--- src/rtl/add_sub_mod_serial.sv ---
// Limb-serial modular add/subtract: (A+B) mod N or (A-B) mod N.
// Each RUN cycle handles one LIMB_WIDTH slice, LSB first. The block keeps a raw chain and a corrected chain.
module add_sub_mod_serial #(
  parameter int NUM_WIDTH  = 256,
  parameter int LIMB_WIDTH = 64
) (
  input  logic                 clk,
  input  logic                 rst,
  input  logic                 in_valid,
  output logic                 in_ready,
  input  logic                 op,
  input  logic [NUM_WIDTH-1:0] A,
  input  logic [NUM_WIDTH-1:0] B,
  input  logic [NUM_WIDTH-1:0] N,
  output logic                 out_valid,
  input  logic                 out_ready,
  output logic [NUM_WIDTH-1:0] res
);

  localparam int LIMBS = NUM_WIDTH / LIMB_WIDTH;
  localparam int CNT_W = (LIMBS > 1) ? $clog2(LIMBS) : 1;

  typedef enum logic [1:0] {IDLE, RUN, DONE} state_t;

  state_t state, state_nxt;
  logic   accept, last;

  logic                 op_p0;
  logic [NUM_WIDTH-1:0] a_p0, b_p0, n_p0;
  logic [CNT_W-1:0]     cnt_p0;
  logic                 raw_cy_p0, corr_cy_p0;
  logic [NUM_WIDTH-1:0] raw_p0, corr_p0;

  logic [LIMB_WIDTH-1:0] a_l, b_l, n_l;
  logic [LIMB_WIDTH:0]   raw_ext, corr_ext;
  logic [NUM_WIDTH-1:0]  raw_all, corr_all;
  logic                  sel_corr;
  int                    off;

  assign accept = in_ready & in_valid;
  assign last   = (cnt_p0 == CNT_W'(LIMBS - 1));

  always_ff @(posedge clk or posedge rst) begin
    if (rst) state <= IDLE;
    else     state <= state_nxt;
  end

  always_comb begin
    state_nxt = state;
    in_ready  = 1'b0;
    out_valid = 1'b0;
    case (state)
      IDLE: begin
        in_ready = 1'b1;
        if (in_valid) state_nxt = RUN;
      end
      RUN: begin
        if (last) state_nxt = DONE;
      end
      DONE: begin
        out_valid = 1'b1;
        if (out_ready) state_nxt = IDLE;
      end
      default: state_nxt = IDLE;
    endcase
  end

  // Limb slice: raw_cy is carry (add) or borrow (sub) of the raw chain, corr_cy is the opposite sense.
  always_comb begin
    off = int'(cnt_p0) * LIMB_WIDTH;
    a_l = a_p0[off +: LIMB_WIDTH];
    b_l = b_p0[off +: LIMB_WIDTH];
    n_l = n_p0[off +: LIMB_WIDTH];
    if (!op_p0) begin
      raw_ext  = {1'b0, a_l} + {1'b0, b_l} + {{LIMB_WIDTH{1'b0}}, raw_cy_p0};
      corr_ext = {1'b0, raw_ext[LIMB_WIDTH-1:0]} - {1'b0, n_l}
                 - {{LIMB_WIDTH{1'b0}}, corr_cy_p0};
      sel_corr = raw_ext[LIMB_WIDTH] | ~corr_ext[LIMB_WIDTH];
    end else begin
      raw_ext  = {1'b0, a_l} - {1'b0, b_l} - {{LIMB_WIDTH{1'b0}}, raw_cy_p0};
      corr_ext = {1'b0, raw_ext[LIMB_WIDTH-1:0]} + {1'b0, n_l}
                 + {{LIMB_WIDTH{1'b0}}, corr_cy_p0};
      sel_corr = raw_ext[LIMB_WIDTH];
    end
    raw_all                      = raw_p0;
    raw_all[off +: LIMB_WIDTH]   = raw_ext[LIMB_WIDTH-1:0];
    corr_all                     = corr_p0;
    corr_all[off +: LIMB_WIDTH]  = corr_ext[LIMB_WIDTH-1:0];
  end

  // The raw carry-out of the top limb lives on in raw_cy_p0, acting as bit NUM_WIDTH of the raw sum.
  always_ff @(posedge clk or posedge rst) begin
    if (rst) begin
      op_p0      <= 1'b0;
      a_p0       <= '0;
      b_p0       <= '0;
      n_p0       <= '0;
      cnt_p0     <= '0;
      raw_cy_p0  <= 1'b0;
      corr_cy_p0 <= 1'b0;
      raw_p0     <= '0;
      corr_p0    <= '0;
      res        <= '0;
    end else if (accept) begin
      op_p0      <= op;
      a_p0       <= A;
      b_p0       <= B;
      n_p0       <= N;
      cnt_p0     <= '0;
      raw_cy_p0  <= 1'b0;
      corr_cy_p0 <= 1'b0;
    end else if (state == RUN) begin
      cnt_p0     <= last ? '0 : cnt_p0 + 1'b1;
      raw_cy_p0  <= raw_ext[LIMB_WIDTH];
      corr_cy_p0 <= corr_ext[LIMB_WIDTH];
      raw_p0     <= raw_all;
      corr_p0    <= corr_all;
      if (last) res <= sel_corr ? corr_all : raw_all;
    end
  end

endmodule

--- config.mk ---
export PLATFORM = sky130hd
export DESIGN_NAME = add_sub_mod_serial
export DESIGN_NICKNAME = d
export VERILOG_FILES = /design/src/rtl/add_sub_mod_serial.sv
export SDC_FILE = /design/constraint.sdc
export NUM_CORES = 2
export LEC_CHECK = 0
export CAP_MARGIN = 20
export CORE_MARGIN = 8
export CORE_UTILIZATION = 45
export DETAILED_ROUTE_END_ITERATION = 8
export PLACE_DENSITY = 0.67
export SLEW_MARGIN = 10
export SYNTH_ARGS = -nofsm -noshare
export SYNTH_HDL_FRONTEND = slang
export SYNTH_SLANG_ARGS = --single-unit
--- constraint.sdc ---
create_clock -name clk -period 52.9 [get_ports clk]
set_input_delay 10.58 -clock clk [delete_from_list [all_inputs] [get_ports clk]]
set_output_delay 10.58 -clock clk [all_outputs]
set_load 0.03 [all_outputs]
==> results.yml <==
outcome:
  status: "complete, no violations"
setup_path:
  path_class: "input port to async pin"
  endpoint_kind: "async pin"
  crit_buf_inv: 10
  cp-start-kind: "input port"
  cp_top_family: "buffers and inverters"
  worstPathArrival_ns: 17.35
  cp_max_fo: 78
  crit_top_cell: "buf_4"
  reg2reg_depth: 31
  crit_cells: 10
  path_cells: "clkdlybuf4s50_1, clkinvlp_4, buf_4, buf_4, buf_4, buf_4, buf_4, buf_4, buf_4, buf_16"
  cpPeakStageDelay_ns: 0.88
  slowest_stage: "buf_4"
  cp.required_ns: 53.90
synthesis:
  yosysTopAreaCellShare: 0.440
  synthTopCellsByArea: "dfrtp_1, nand2_1, ha_1, mux4_2, o21ai_0"
  avgSynthCellArea_sq_um: 8.65
  synth_flop_cell: "dfrtp_1"
  synth.largest_area_cell: "dfrtp_1"
  synth-edff-count: 0
  synth_area_sq_um: 87800
  synthTopCellsByCount: "nand2_1, dfrtp_1, o21ai_0"
  yosysUniqueCellTypes: 101
  syn_nets: 11300
  yosysMostFrequentCell: "nand2_1"
  ys_ff_latch: 1543
  synthCells: 10200
  postSynth.asyncResetShare: 1.00
  yosysSeqAreaShare: 0.440
  yosysWarnings: 0
final_layout:
  syn2layout_area_growth_pct: 20.1
  final_nets: 12000
  drive_above_1_share: 0.0646
  final_cell_area_sq_um: 105000
detailed_routing:
  ant_nets: 0
  drt-pass1-iter-count: 6
  vias: 80200
  drc: 0
  wl_um: 350000
  wl_per_cell_um: 25.9
  vias_per_cell: 5.95
  drt_iter0_drc: 8832
floorplan:
  io_pins: 1031
  dieWidth_um: 458
  die_y_um: 458
  initial_core_util: 0.452
  std_cell_rows: 162
  die-area_sq_um: 210000
  core_sq_um: 194000
sta:
  drv_slew: 0
  finalCriticalPeriod_ns: 16.35
  slew-limit-headroom: 0.161
  setup_tns_ns: 0
  worst_pin_slew_ns: 1.25
  setup_viol: 0
  fin_hold_ws_ns: 0.468
  hold_violations: 0
  timing.fmax_mhz: 61.2
  final.period_utilization: 0.309
  fin_skew_ns: 0.0448
  grt_setup_unrepaired: "false"
clocking:
  insertion_delay_ns: 0.86
  post_cts_buffers: 0
  root_buffer: "clkbuf_16"
  tritoncts: "done"
  h-tree-depth: 4
  post_cts_resized: 0
  cts.hold.buffers_added: 0
  cts_buffer_depth: 3
  clkSinkCount: 1543
  cts_made_buffers: 164
  clkTransAtPathRegs_ns: 0.06
global_route:
  grt_antenna_before_repair: 43
  overflow: 0
  grt_pass1_vias: 78200
  grtUsageTotal: 0.321
  grt_pass1_wl_um: 516000
  grt_max_degree: 220
min_path:
  hp-class: "flop to flop"
  hold_depth: 2
placement:
  hpwl_um: 260000
  postPlaceCellArea_sq_um: 99800
  portBuffers: 1030
  gp_routability_congestion: 0.972
flow_run:
  drv_cap: 0
area by class of cell:
cell class,count,area [sq um]
sequential,1543,38600
clock buffer,231,4680
antenna,27,67.6
multi-input combinational,7419,44800
tap,2542,3180
inverter,515,1940
timing repair buffer,1156,11400
fill,17600,88900
clock inverter,55,754
kinds of logic after synthesis:
logic type | after synthesis | synth area share
multiplexers | 264 | 0.0578
flip-flops | 1543 | 0.440
XOR/XNOR | 219 | 0.0218
buffers and inverters | 1188 | 0.0522
AO/OA/AOI/OAI | 2425 | 0.182
AND/OR/NAND/NOR | 4122 | 0.190
adder cells (fa/ha/maj) | 389 | 0.0561
routing by layer:
| metal | track usage | wire (um) |
|---|---|---|
| met1 | 0.441 | 147000 |
| met2 | 0.493 | 157000 |
| met3 | 0.0712 | 30300 |
| met4 | 0.132 | 16000 |
| met5 | 0 | 154 |
tightest hold or removal path, stage by stage, from the launching register on:
cell	delay (ns)
dfrtp_1	0.34
nand2_1	0.05
nand2_1	0.05
path summary, 6_finish.rpt:
kind                            from           to  slack (ns)
max                              rst    b_p0[213]       36.55
min                        n_p0[239]    n_p0[239]        0.47
max reg2reg                cnt_p0[0]     res[164]       40.90
min reg2reg                n_p0[239]    n_p0[239]        0.47
max in group clk            in_valid    a_p0[237]       38.94
min in group asynchronous        rst  corr_p0[61]       10.22
placed cells by master, fill, tap and decap left out, types with 48 or more instances in the layout:
cell type,Yosys,routed
a211oi_1,59,59
a21o_1,113,113
a21oi_1,424,424
a221oi_1,133,133
a22o_1,97,97
a22oi_1,135,135
a31oi_1,61,61
buf_4,13,107
clkbuf_16,0,165
clkdlybuf4s50_1,0,1030
dfrtp_1,1543,1540
ha_1,381,377
inv_1,509,505
mux2i_1,56,54
mux4_2,191,191
nand2_1,3196,3185
nand3_1,84,82
nand4_1,78,78
nor2_1,390,389
nor2b_1,61,60
nor3_1,91,90
o21ai_0,723,722
o221ai_1,48,48
o22ai_1,93,93
o2bb2ai_1,61,61
o31ai_1,82,79
xnor2_1,143,143
xor2_1,76,76
sequential cells by signal, indices dropped and copies added, names as in the netlist:
signal      flops
a_p0          256
b_p0          256
corr_p0       256
n_p0          256
raw_p0        256
res           256
cnt_p0          2
state           2
corr_cy_p0      1
op_p0           1
raw_cy_p0       1
stage by stage:
step,worst slack [ns],cells,utilization
after global routing,35.61,13500,0.543
after floorplan,20.95,10200,-
after global placement,35.19,13200,0.513
final,36.55,13500,0.543
after detailed placement,35.06,13200,0.514
after CTS,35.96,13400,0.541
Power is not shown: default switching activity piles up to over one toggle a cycle in this logic, so the estimate is an artifact.
==> edit (same settings) <==
Set the parameter `LIMB_WIDTH` to 32 (it was 64).
--- a/src/rtl/add_sub_mod_serial.sv
+++ b/src/rtl/add_sub_mod_serial.sv
@@ -3,5 +3,5 @@
 module add_sub_mod_serial #(
   parameter int NUM_WIDTH  = 256,
-  parameter int LIMB_WIDTH = 64
+  parameter int LIMB_WIDTH = 32
 ) (
   input  logic                 clk,
Check against the original RTL: not settled (the Yosys comparison gave no result); the edit may change what the design does.
==> edit against the original RTL <==
- design area decreased by 8.0%
- setup slack improved by 1.3 ns
- wire length decreased by 11%
- synthesized cell count fell by 12%
- sequential cell count up 1
- synthesized area shrank 9.8%
- critical path type is now primary input to flop
- largest cell class is now registers
- highest routed layer unchanged
Power is not shown: default switching activity piles up to over one toggle a cycle in this logic, so the estimate is an artifact.
==> edit: results (changes against the original RTL) <==
Layout
  – Fin cells: 12140 (-10%)
  – Final nets: 10610 (-11%)
  – Multi-input gate area: 0.03760 mm2 (-16%)
  – Layout fillers: 15740 (-11%)
  – Share of cells above drive strength 1: 7.893% (+1.4 points)

Placement
  – Pre-CTS WS: 36.91 ns (+1.847 ns)
  – DP HPWL: 227600 um (-13%)
  – GPL Wtd Cong: 0.9405 (-3.2%)
  – Buffers on Ports: 1030 (unchanged)
  – Post-DP Area: 0.09138 mm2 (-8.5%)

Clock tree
  – TritonCTS Buffers: 168 (+2.4%)

Synthesis
  – Main flop type after synthesis: dfrtp_1
  – Distinct cells, synth: 99 (-2.0%)
  – Net count after synthesis: 9912 (-12%)
  – Syn Area/Cell: 8.857 um2 (+2.3%)
  – Post-synthesis sequential area ratio: 48.79% (+4.8 points)
  – Post-synth top cells: 3475 x nand2_1, 1544 x dfrtp_1, 572 x o21ai_0

Global routing
  – Largest net degree at the start of global routing: 236 (+7.3%)
  – Vias in the first global route: 68420 (-13%)
  – Initial antenna violation count: 52 (+21%)
  – First-pass GRT wire length: 459200 um (-11%)
  – Total global-route track usage: 31.85% (-0.25 points)

Route
  – Vias: 69370 (-14%)
  – 1st-iter DRT viols: 7067 (-20%)
  – Final WL: 311900 um (-11%)

STA
  – Slew @ Worst Pin: 1.249 ns (+0.003578 ns)
  – Worst Skew: 0.04884 ns (+0.004012 ns)

Worst setup path
  – Critical path fanouts, max: 98 (+26%)
  – Critical path data arrival time: 15.81 ns (-1.54 ns)
  – CP peak stage delay: 0.91 ns (+0.03 ns)

Run status
  – Outcome: finished clean
## edit: changes by cell type after synthesis, moves of 80 or more
cell | before | now
inv_1 | 509 | 217
nand2_1 | 3196 | 3475
a21oi_1 | 424 | 201
ha_1 | 381 | 190
o21ai_0 | 723 | 572
a211oi_1 | 59 | 193
a22oi_1 | 135 | 50
o22ai_1 | 93 | 12
a21o_1 | 113 | 33
## edit: logic make-up (layout without fill, tap and decap cells)
group | after synthesis | after routing | share of synthesized area (%)
multiplexers | 320 | 320 | 7.275
flip-flops | 1544 | 1544 | 48.79
XOR/XNOR | 98 | 98 | 1.084
other | 0 | 32 | 0
AO/OA/AOI/OAI | 1692 | 1692 | 14.32
AND/OR/NAND/NOR | 4237 | 4237 | 21.17
buffers and inverters | 852 | 1679 | 4.146
adder cells (fa/ha/maj) | 198 | 198 | 3.204
## edit: final timing paths
check	start	end	slack, ns	cells after the start
setup / recovery	in_valid	a_p0[144]	37.85	8
hold / removal	a_p0[113]	a_p0[113]	0.47	2
setup reg to reg	cnt_p0[0]	res[242]	41.74	29
hold reg to reg	a_p0[113]	a_p0[113]	0.47	2
max in group asynchronous	rst	res[195]	37.91	7
min in group asynchronous	rst	corr_p0[133]	10.17	2
## edit: final cells by class
type | count | area share (%)
clock inverters | 51 | 0.6204
diodes | 32 | 0.08255
inverters | 218 | 0.8487
flip-flops and latches | 1544 | 39.84
repair buffers | 1158 | 11.73
well taps | 2340 | 3.018
multi-input cells | 6545 | 38.77
clock buffers | 252 | 5.085
## edit: worst max-delay path, delay by kind of cell
kind,cells,cell delay [ns]
buffers and inverters,5,3.94
and+or+nand+nor,3,1.04
## edit: metal layers
metal	share of wire [%]	track usage, %	routed length (um)
met5	0.047	0	148
met3	7.2	6.269	22600
met4	7.5	20.19	23430
met2	46	50.08	143800
met1	39	40.40	121900
